[config.mk]
export PLATFORM = sky130hd
export DESIGN_NAME = i2c_reg_sequencer
export DESIGN_NICKNAME = d
export VERILOG_FILES = /design/src/rtl/i2c_reg_sequencer.sv
export SDC_FILE = /design/constraint.sdc
export NUM_CORES = 1
export LEC_CHECK = 0
export CORE_ASPECT_RATIO = 0.9
export CORE_MARGIN = 5
export CORE_UTILIZATION = 35
export DETAILED_ROUTE_END_ITERATION = 10
export HOLD_SLACK_MARGIN = 0.12
export PLACE_DENSITY_LB_ADDON = 0.25
export SLEW_MARGIN = 20
export SYNTH_ARGS = -nofsm -noshare
export SYNTH_HDL_FRONTEND = slang
export SYNTH_SLANG_ARGS = --single-unit
[constraint.sdc]
create_clock -name Clk -period 2.6 [get_ports Clk]
set_input_delay 0.39 -clock Clk [delete_from_list [all_inputs] [get_ports Clk]]
set_output_delay 0.39 -clock Clk [all_outputs]
set_load 0.01 [all_outputs]
[src/rtl/i2c_reg_sequencer.sv]
// Runs complete I2C register write/read transactions by driving the I2C master's register bus.
// Optional macro I2C_SEQ_TIMEOUT_EN adds a 16-bit watchdog on interrupt and BUSY waits.
module i2c_reg_sequencer #(
  parameter int         DWIDTH   = 8,
  parameter int         AWIDTH   = 8,
  parameter logic [7:0] PRESCALE = 8'd50
) (
  input  logic              Clk,
  input  logic              Rst_n,
  input  logic              Req,
  input  logic              Rw,
  input  logic [6:0]        DevAddr,
  input  logic [7:0]        RegAddr,
  input  logic [7:0]        WrData,
  output logic              Ready,
  output logic              Done,
  output logic              Err,
  output logic              ArbLost,
  output logic [7:0]        RdData,
  output logic [AWIDTH-1:0] M_Addr,
  output logic [DWIDTH-1:0] M_Wdata,
  input  logic [DWIDTH-1:0] M_Rdata,
  output logic              M_Wr,
  input  logic              M_Int
);

  localparam logic [7:0] ADDR_PRE  = 8'h00;
  localparam logic [7:0] ADDR_CTRL = 8'h01;
  localparam logic [7:0] ADDR_TX   = 8'h02;
  localparam logic [7:0] ADDR_CMD  = 8'h03;
  localparam logic [7:0] CMD_IACK  = 8'h01;
  localparam logic [7:0] CMD_STO   = 8'h40;
  localparam logic [7:0] CTRL_INIT = 8'hC0;

  typedef enum logic [3:0] {
    INIT_PRE, INIT_CTL, IDLE, LOAD_TX, ISSUE, WAIT_INT,
    READ_SR, ACK_INT, FETCH, STOP_ERR, FINISH
  } state_t;

  state_t      state_q, state_d;
  logic [1:0]  phase_q, phase_inc;
  logic        rw_q, stop_sent_q, err_q, arb_q, ready_q, done_q, wr_q;
  logic [6:0]  dev_q;
  logic [7:0]  reg_q, wd_q, status_q, rd_q, addr_q, wdata_q;
  logic        wr_d, set_err, set_arb, last_phase, final_read, timed_out;
  logic [7:0]  addr_d, wdata_d;

  function automatic logic [7:0] tx_byte(input logic [1:0] ph, input logic rd,
                                         input logic [6:0] dev, input logic [7:0] ra,
                                         input logic [7:0] wd);
    case (ph)
      2'd0:    tx_byte = {dev, 1'b0};
      2'd1:    tx_byte = ra;
      default: tx_byte = rd ? {dev, 1'b1} : wd;
    endcase
  endfunction

  function automatic logic [7:0] cmd_byte(input logic [1:0] ph, input logic rd);
    case (ph)
      2'd0:    cmd_byte = 8'h90;
      2'd1:    cmd_byte = 8'h10;
      2'd2:    cmd_byte = rd ? 8'h90 : 8'h50;
      default: cmd_byte = 8'h68;
    endcase
  endfunction

  assign phase_inc  = phase_q + 2'd1;
  assign last_phase = (phase_q == (rw_q ? 2'd3 : 2'd2));
  // The master itself NACKs the last read byte, so RxNACK is expected there.
  assign final_read = rw_q && (phase_q == 2'd3);

`ifdef I2C_SEQ_TIMEOUT_EN
  logic [15:0] timer_q;
  assign timed_out = (timer_q == 16'hFFFF);
  always_ff @(posedge Clk or negedge Rst_n) begin
    if (!Rst_n)
      timer_q <= '0;
    else if (state_d != state_q)
      timer_q <= '0;
    else if (state_q == WAIT_INT || state_q == STOP_ERR)
      timer_q <= timer_q + 16'd1;
  end
`else
  assign timed_out = 1'b0;
`endif

  // Bus outputs are registered from the transition, so each write lands in its own state's cycle.
  always_comb begin
    state_d = state_q;
    wr_d    = 1'b0;
    addr_d  = 8'h00;
    wdata_d = 8'h00;
    set_err = 1'b0;
    set_arb = 1'b0;
    unique case (state_q)
      INIT_PRE: begin state_d = INIT_CTL; wr_d = 1'b1; addr_d = ADDR_PRE;  wdata_d = PRESCALE;  end
      INIT_CTL: begin state_d = IDLE;     wr_d = 1'b1; addr_d = ADDR_CTRL; wdata_d = CTRL_INIT; end
      IDLE: if (Req) begin
        state_d = LOAD_TX; wr_d = 1'b1; addr_d = ADDR_TX; wdata_d = {DevAddr, 1'b0};
      end
      LOAD_TX: begin
        state_d = ISSUE; wr_d = 1'b1; addr_d = ADDR_CMD; wdata_d = cmd_byte(phase_q, rw_q);
      end
      ISSUE: state_d = WAIT_INT;
      WAIT_INT: begin
        if (M_Int) begin
          state_d = READ_SR; addr_d = ADDR_CMD;
        end else if (timed_out) begin
          state_d = FINISH; wr_d = 1'b1; addr_d = ADDR_CMD; wdata_d = CMD_STO; set_err = 1'b1;
        end
      end
      READ_SR: begin state_d = ACK_INT; wr_d = 1'b1; addr_d = ADDR_CMD; wdata_d = CMD_IACK; end
      ACK_INT: begin
        if (status_q[5]) begin
          state_d = FINISH; set_err = 1'b1; set_arb = 1'b1;
        end else if (status_q[7] && !final_read) begin
          state_d = STOP_ERR; wr_d = 1'b1; addr_d = ADDR_CMD; wdata_d = CMD_STO; set_err = 1'b1;
        end else if (last_phase) begin
          if (rw_q) begin state_d = FETCH; addr_d = ADDR_TX; end
          else      state_d = FINISH;
        end else if (rw_q && phase_inc == 2'd3) begin
          state_d = ISSUE; wr_d = 1'b1; addr_d = ADDR_CMD; wdata_d = cmd_byte(phase_inc, rw_q);
        end else begin
          state_d = LOAD_TX; wr_d = 1'b1; addr_d = ADDR_TX;
          wdata_d = tx_byte(phase_inc, rw_q, dev_q, reg_q, wd_q);
        end
      end
      FETCH: state_d = FINISH;
      STOP_ERR: begin
        addr_d = ADDR_CMD;
        if (stop_sent_q && !M_Rdata[6]) begin
          state_d = FINISH; addr_d = 8'h00;
        end else if (timed_out) begin
          state_d = FINISH; wr_d = 1'b1; wdata_d = CMD_STO;
        end
      end
      FINISH:  state_d = IDLE;
      default: state_d = INIT_PRE;
    endcase
  end

  // Request latching, phase stepping and status/read-data capture.
  always_ff @(posedge Clk or negedge Rst_n) begin
    if (!Rst_n) begin
      state_q     <= INIT_PRE;
      phase_q     <= 2'd0;
      rw_q        <= 1'b0;
      dev_q       <= 7'd0;
      reg_q       <= 8'd0;
      wd_q        <= 8'd0;
      status_q    <= 8'd0;
      stop_sent_q <= 1'b0;
      err_q       <= 1'b0;
      arb_q       <= 1'b0;
      rd_q        <= 8'd0;
      ready_q     <= 1'b0;
      done_q      <= 1'b0;
      addr_q      <= 8'd0;
      wdata_q     <= 8'd0;
      wr_q        <= 1'b0;
    end else begin
      state_q     <= state_d;
      wr_q        <= wr_d;
      addr_q      <= addr_d;
      wdata_q     <= wdata_d;
      ready_q     <= (state_d == IDLE);
      done_q      <= (state_d == FINISH);
      stop_sent_q <= (state_q == STOP_ERR);
      if (state_q == IDLE && Req) begin
        rw_q    <= Rw;
        dev_q   <= DevAddr;
        reg_q   <= RegAddr;
        wd_q    <= WrData;
        phase_q <= 2'd0;
        err_q   <= 1'b0;
        arb_q   <= 1'b0;
      end else if (state_q == ACK_INT && (state_d == LOAD_TX || state_d == ISSUE)) begin
        phase_q <= phase_inc;
      end
      if (set_err) err_q <= 1'b1;
      if (set_arb) arb_q <= 1'b1;
      if (state_q == READ_SR) status_q <= M_Rdata[7:0];
      if (state_q == FETCH)   rd_q     <= M_Rdata[7:0];
    end
  end

  assign Ready   = ready_q;
  assign Done    = done_q;
  assign Err     = err_q;
  assign ArbLost = arb_q;
  assign RdData  = rd_q;
  assign M_Wr    = wr_q;
  assign M_Addr  = AWIDTH'(addr_q);
  assign M_Wdata = DWIDTH'(wdata_q);

endmodule

==> impl_metrics.py <==
metrics = {
    "layout": {
        "layout_commonest_cell": "nand2_1",
        "syn2layout_area_growth_pct": 26.6,
        "drive_above_1_share_pct": 10.3,
        "nNetsFinal": 392,
        "design_area_mm2": 0.00356,
        "n_antenna_cell": 0,
        "final_cell_mix": "nand2_1, clkdlybuf4s50_1, dfrtp_1, a21oi_1, nor2_1",
        "final_util_pct": 44.7,
    },
    "routing": {
        "highest_layer": "met4",
        "drt_iter0_markers": 98,
        "firstDrtPassIters": 4,
        "drt-wirelength-per-cell_um": 14.7,
        "viasPerCell": 4.99,
        "vias": 2245,
        "wl_met3_um": 299,
        "m1WireLength_um": 3340,
        "wl_um": 6630,
        "ant_nets": 0,
        "wl_met2_um": 2920,
        "drcViolationCount": 0,
    },
    "timing": {
        "final_hold_viol_count": 0,
        "tightest_slew_ns": 0.910,
        "fin_tns_setup_ns": 0,
        "fin_ws_ns": 0.484,
        "slew-limit-headroom_pct": 39.3,
        "rsz0062_at_grt": "false",
        "period_needed_ns": 2.12,
        "maxSlewViolCount": 0,
        "finalSetupViolCount": 0,
        "period_share_pct": 81.4,
        "skew_ns": 0.0115,
        "fmax_mhz": 473,
    },
    "worst_setup_path": {
        "crit_path_start_kind": "flip-flop",
        "worstPathRequired_ns": 2.82,
        "crit_type": "reg -> reg",
        "cp_max_fo": 9,
        "arrival_ns": 2.33,
        "end_kind": "flip-flop",
    },
    "die": {
        "initial_core_util_pct": 35.3,
        "rows": 31,
        "die_y_um": 95.0,
        "io_pins": 65,
        "fp.dieW_um": 104,
        "dieArea_mm2": 0.00992,
        "core_area_mm2": 0.00795,
    },
    "clock_network": {
        "postCtsSetupBuffers": 0,
        "cts_buffer_depth": 2,
        "root_buffer": "clkbuf_8",
        "worstSkewPairLatency_ns": 0.31,
        "hold_buffers": 0,
        "cts_tree": "done",
        "cts.htree.levels": 2,
        "cts_resized": 0,
        "clk_pin_slew_worst_paths_ns": 0.11,
        "cts_sinks": 56,
        "cts_buffers": 5,
    },
    "logic_synthesis": {
        "synth.distinct_cells": 43,
        "synthCells": 297,
        "synth_area_mm2": 0.00281,
        "ys_ff_latch": 56,
        "yosys_warnings": 0,
        "syn_avg_cell_area_um2": 9.46,
        "yosysSeqAreaShare_pct": 49.9,
    },
    "place": {
        "dp_slack_ns": 0.545,
        "placed_cell_area_mm2": 0.00346,
        "io_buffer_count": 58,
        "dp_hpwl_um": 5130,
        "place_congestion": 0.839,
    },
    "grt": {
        "antenna_found_initial": 0,
        "overflow": 0,
        "grt_pass1_wl_um": 11400,
        "grt_max_degree": 43,
        "track_usage_pct": 14.0,
        "grt_pass1_vias": 2291,
    },
    "power_and_ir_drop": {
        "leakage_uw": 0.00162,
        "switching_share_pct": 40.8,
        "ir_drop_v": 0.000322,
        "p_comb_share_pct": 49.0,
        "switchingPower_uw": 1650,
        "internal_power_uw": 2400,
        "power.density_mw_per_mm2": 1140,
        "power_frac_clock_pct": 11.9,
        "seq_power_share_pct": 39.1,
    },
    "run_status": {
        "status": "complete, no violations",
    },
    "worst_hold_path": {
        "hp-class": "in -> async",
    },
    "flow_run": {
        "maxCapViolations": 0,
    },
}
[Yosys cell counts (all sizes together)]
cell type	instances	area (µm²)
xnor2	2	17.5
o211ai	5	37.5
nor3	7	40.0
nand2	74	278
and3	2	12.5
and2	1	6.26
conb	1	3.75
nand4b	1	15.0
ha	6	75.1
mux2	14	158
nor2	17	63.8
dfrtp	56	1400
a21boi	3	22.5
a31oi	3	18.8
or2	1	6.26
inv	7	26.3
a221oi	7	61.3
nand2b	4	25.0
nand3	3	15.0
clkbuf	12	46.3
a21o	3	22.5
o31ai	1	7.51
o32ai	2	17.5
and4	1	8.76
nor2b	3	18.8
o21ai	9	45.0
mux2i	7	70.1
a2111oi	1	27.5
a21oi	21	105
nand3b	1	7.51
buf	13	77.6
a221o	1	10.0
nor4b	1	8.76
a31o	1	8.76
a22o	2	17.5
a211oi	2	15.0
o22ai	2	12.5
[per-layer routing]
metal	vias up	GRT usage (%)
li1	1111	-
met1	1077	20.6
met2	51	21.0
met3	6	3.21
met4	0	2.91
met5	-	0
[through the flow]
stage          cells  hold WS (ns)  power (µW)
6_report         450         0.195        4060
5_1_grt          450         0.276        4410
3_3_place_gp     442         0.466        3570
3_5_place_dp     442         0.471        3590
2_1_floorplan    302        0.0944        2870
4_1_cts          450         0.229        4080
[final cells by class]
cell class                      instances  area, µm²
Sequential cell                        56       1400
Timing Repair Buffer                   66        636
Clock inverter                          3       23.8
Fill cell                             780       4390
Tap cell                               99        124
Inverter                                7       26.3
Multi-Input combinational cell        214       1280
Clock buffer                            5       68.8
[flip-flops by register name (all words and copies together), names as in the netlist, 2 cells and up]
register and count:
phase_q 2, RdData 8, dev_q 7, M_Wdata 8, state_q 4, M_Addr 2, wd_q 8, reg_q 8
status_q 2
[critical path, stage by stage (launching register included)]
cell,delay [ns]
dfrtp_1,0.56
ha_1,0.41
a21boi_1,0.24
a2111oi_4,0.46
o21ai_1,0.20
o32ai_1,0.15
[power groups by stage]
stage | clock network, µW | logic [µW] | registers [µW]
detailed placement | 0 | 1990 | 1600
global placement | 0 | 1980 | 1600
finish | 482 | 1990 | 1590
global route | 529 | 2240 | 1640
floorplan | 0 | 1330 | 1540
CTS | 496 | 2000 | 1580
[logic make-up (layout without fill, tap and decap cells)]
family	after synthesis	after routing	share of synthesized area, %
AOI/OAI and AO/OA	63	63	15.3
xor gates and xnor gates	2	2	0.623
adders and majority gates	6	6	2.67
buffers and inverters	32	81	5.34
DFF	56	56	49.9
muxes	21	21	8.10
other	1	6	0.133
and+or+nand+nor	116	116	18.0
[final timing paths]
check                                            start                   end  slack [ns]  cells past startpoint
worst max-delay path            phase_q[1]$_DFFE_PN0P_  M_Wdata[3]$_DFF_PN0_        0.48                      5
worst min-delay path                             Rst_n   wd_q[5]$_DFFE_PN0P_        0.19                      1
worst max register to register  phase_q[1]$_DFFE_PN0P_  M_Wdata[3]$_DFF_PN0_        0.48                      5
worst min register to register     wd_q[3]$_DFFE_PN0P_   wd_q[3]$_DFFE_PN0P_        0.49                      2
max in group asynchronous                        Rst_n   M_Addr[0]$_DFF_PN0_        1.72                      2
min in group Clk                   wd_q[3]$_DFFE_PN0P_   wd_q[3]$_DFFE_PN0P_        0.49                      2
Note: power is estimated with default switching activity, not from simulation.
==> RTL edit 1 (same flow settings) <==
Build with the macro `I2C_SEQ_TIMEOUT_EN` defined.
--- a/src/rtl/i2c_reg_sequencer.sv
+++ b/src/rtl/i2c_reg_sequencer.sv
@@ -1,4 +1,6 @@
 // Runs complete I2C register write/read transactions by driving the I2C master's register bus.
 // Optional macro I2C_SEQ_TIMEOUT_EN adds a 16-bit watchdog on interrupt and BUSY waits.
+`define I2C_SEQ_TIMEOUT_EN
+
 module i2c_reg_sequencer #(
   parameter int         DWIDTH   = 8,
Behaviour: no difference found for any inputs over 10 cycles, from zero or initial values and one cycle with Rst_n low; that may be too few to reach the edited logic, so the function may still have changed.
==> RTL edit 1 against the original RTL <==
- via count rose by 51%
- setup slack got worse by 0.16 ns
- synthesized cell count grew 47%
- power grew 48%
- fmax fell by 7.1%
- wire length increased by 53%
- core utilization rose by 0.43 points
- area after synthesis grew 46%
- cell area increased by 45%
- sequential cell count increased by 16
- largest power group unchanged
==> RTL edit 1: results (changes against the original RTL) <==
Yosys
  – Mux cell area share after synthesis: 0.0583 (was 0.0810)
  – #FFs+latches synth: 72 (was 56)
  – Synth Instances: 438 (was 297)
  – Most area-consuming cells after synthesis: dfrtp_1 44%, nand2_1 9.2%, mux2_2 3.3% (was dfrtp_1 50%, nand2_1 9.9%, mux2_2 5.6%)
  – Synth Area in XOR/XNOR: 0.0452 (was 0.00623)

Global route
  – GRT Util Overall: 0.154 (was 0.140)
  – Largest net degree at the start of global routing: 73 (was 43)
  – Met1 GRT Util: 0.231 (was 0.206)

Run status
  – Outcome: finished, final reports clean (unchanged)

Layout
  – NonClk Buf Share: 0.139 (was 0.179)
  – Non-clk bufs: 75 (was 66)
  – Sequential cell area share: 0.349 (was 0.394)
  – Clock network area share: 0.0623 (was 0.0260)
  – Non-Filler Instances: 661 (was 450)
  – CLK BUF: 9 (was 5)
  – Signal inverters: 9 (was 7)

Placement
  – Area after DPL: 4840 sq um (was 3460 sq um)
  – Post-DP HPWL: 7300 microns (was 5130 microns)

Drt
  – DRT Pass-1 Iters: 5 (was 4)
  – Met2 routed wirelength: 4620 microns (was 2920 microns)
  – Metal-1 WL: 4950 microns (was 3340 microns)

Clock network
  – Htree depth: 3 (was 2)

Worst setup path
  – Critical path data arrival time: 2.50 ns (was 2.33 ns)
  – R2R depth: 6 (was 5)
  – Highest fanout seen on the critical path: 11 (was 9)
  – Setup slack, reg-to-reg: 0.32 ns (was 0.48 ns)

Timing
  – Final Skew: 0.00912 ns (was 0.0115 ns)
  – Hold slack final: 0.207 ns (was 0.195 ns)

Pwr
  – Cell Pwr Density: 1160 nW/um^2 (was 1140 nW/um^2)
  – Cell-internal power: 3.60 mW (was 2.40 mW)
-- RTL edit 1: cell types whose count changed in the layout (fill, tap and decap cells not counted), moves of 6 or more --
| cell | before | now |
|---|---|---|
| nand4_1 | 0 | 21 |
| xor2_1 | 0 | 6 |
| nand3_1 | 3 | 11 |
| clkbuf_16 | 0 | 9 |
| nand2_1 | 74 | 100 |
| xnor2_1 | 2 | 12 |
| nor2_1 | 17 | 30 |
| dfrtp_1 | 56 | 72 |
| buf_4 | 8 | 17 |
| o21ai_0 | 6 | 12 |
| nor2_2 | 0 | 12 |
-- RTL edit 1: worst max-delay path by stage --
stage,slack [ns],start,depth (start not counted),end
after floorplan,0.33,phase_q[0],10,timer_q[10]
after global placement,0.41,phase_q[1],6,M_Wdata[3]
after detailed placement,0.36,phase_q[1],6,M_Wdata[3]
after CTS,0.33,phase_q[1],6,M_Wdata[3]
after global routing,0.07,phase_q[1],6,M_Wdata[3]
final,0.32,phase_q[1],6,M_Wdata[3]
==> RTL edit 2 (same settings) <==
Made on the original files. Put one more register stage on the output `Err`, without a reset. The value now appears one clock later. The other outputs are not delayed to match.
--- a/src/rtl/i2c_reg_sequencer.sv
+++ b/src/rtl/i2c_reg_sequencer.sv
@@ -187,5 +187,7 @@
   assign Ready   = ready_q;
   assign Done    = done_q;
-  assign Err     = err_q;
+  always_ff @(posedge Clk) begin
+    Err <= err_q;
+  end
   assign ArbLost = arb_q;
   assign RdData  = rd_q;
Behaviour: not the same (a bounded check fails within 10 cycles, from zero or initial values and one cycle with Rst_n low).
==> RTL edit 2 against the original RTL <==
- synthesized cell count is 0.34% higher
- setup slack better by 0.026 ns
- power is 7.3% higher
- area after synthesis is 0.71% higher
- critical endpoint unchanged
- cell area is 2.9% higher
- wire length up 4.8%
- fmax grew 1.2%
- final cell count is 1.8% higher
- sequential cell count grew 1
==> RTL edit 2: results (changes against the original RTL) <==
Layout
  – Layout cells sized above 1: 0.114 (was 0.103)
  – Final net count: 397 (was 392)

Yosys
  – Ys async rst share: 0.982 (was 1.00)
  – Register area share after synthesis: 0.502 (was 0.499)
  – Adder-cell share of the synthesized area: 0.0265 (was 0.0267)
  – Most area-consuming cells after synthesis: dfrtp_1 50%, nand2_1 9.8%, mux2_2 5.6% (was dfrtp_1 50%, nand2_1 9.9%, mux2_2 5.6%)
  – Synth unique cells: 44 (was 43)
  – Synth Area in XOR/XNOR: 0.00619 (was 0.00623)

Pwr
  – IR drop worst, VDD: 0.000440 V (was 0.000322 V)
  – Lkg Pwr: 1.68 nW (was 1.62 nW)

Worst setup path
  – Setup slack, reg-to-reg: 0.51 ns (was 0.48 ns)
  – Slowest-stage cell, CP: dfrtp_1 (unchanged)
  – CP peak stage delay: 0.53 ns (was 0.56 ns)
  – Reg2Reg Launch Point: phase_q[1] (unchanged)

Global route
  – GRT Util Overall: 0.144 (was 0.140)
  – First-pass GRT wire length: 11,500 microns (was 11,400 microns)
  – Vias in the first global route: 2,267 (was 2,291)
  – Largest net degree at the start of global routing: 30 (was 43)

Placement
  – Final Wtd Congestion: 0.916 (was 0.839)
  – Area after DPL: 3490 sq um (was 3460 sq um)
  – Pre-CTS setup slack: 0.385 ns (was 0.545 ns)
  – Post-DP HPWL: 5110 microns (was 5130 microns)

Timing
  – Final Critical Period: 2.09 ns (was 2.12 ns)

Run status
  – Outcome: finished, final reports clean (unchanged)

Clock network
  – Clock latency on the worst-skew pair: 0.33 ns (was 0.31 ns)
  – CTS Hold Buffers Added: 1 (was 0)
  – Num CTS Buffers: 9 (was 5)

Drt
  – Vias per cell: 5.01 (was 4.99)
  – DR iter-0 viols: 179 (was 98)
  – Detailed-route wire length per cell: 15.2 microns (was 14.7 microns)
  – DRT Pass-1 Iters: 4 (unchanged)

Hold path
  – Worst hold path type: reg -> reg (was in -> async)
[RTL edit 2: cell types whose count changed after synthesis, sizes merged]
cell   before  now
dfxtp       0    1
[RTL edit 2: per-layer routing]
metal,track usage,wire length (microns),vias up,part of all wire
met4,0.0575,115,0,0.017
met2,0.207,2960,64,0.43
li1,-,-,1137,-
met1,0.213,3530,1084,0.51
met3,0.0298,351,10,0.051
met5,0,0,-,0
[RTL edit 2: final cells by class]
cell class	count	area (sq um)
Inverter	7	26.3
Multi-Input combinational cell	214	1280
Timing Repair Buffer	66	651
Clock inverter	4	20.0
Tap cell	99	124
Fill cell	796	4290
Sequential cell	57	1420
Clock buffer	11	141
[RTL edit 2: worst min-delay path by stage]
stage	start	endpoint	slack [ns]	depth (start not counted)
after floorplan	Rst_n	ArbLost	0.09	0
after global placement	err_q	Err	0.37	0
after detailed placement	err_q	Err	0.37	0
after CTS	err_q	Err	0.39	0
after global routing	err_q	Err	0.41	0
final	err_q	Err	0.39	0
[RTL edit 2: logic make-up after synthesis]
group,Yosys count
AND/OR/NAND/NOR,116
adder cells (fa/ha/maj),6
multiplexers,21
other,1
buffers and inverters,32
AO/OA/AOI/OAI,63
XOR/XNOR,2
flip-flops,57
[RTL edit 2: power breakdown]
| part | total, mW | internal [mW] | leakage, nW | switching [mW] |
|---|---|---|---|---|
| combinational | 2.07 | 0.966 | 0.871 | 1.10 |
| clock | 0.706 | 0.360 | 0.0887 | 0.346 |
| sequential | 1.58 | 1.28 | 0.719 | 0.299 |
| total | 4.35 | 2.60 | 1.68 | 1.75 |
[RTL edit 2: through the flow]
step,power [mW],instances
6_report,4.35,458
3_3_place_gp,3.65,442
5_1_grt,4.68,458
4_1_cts,4.37,458
3_5_place_dp,3.65,442
2_1_floorplan,2.89,303
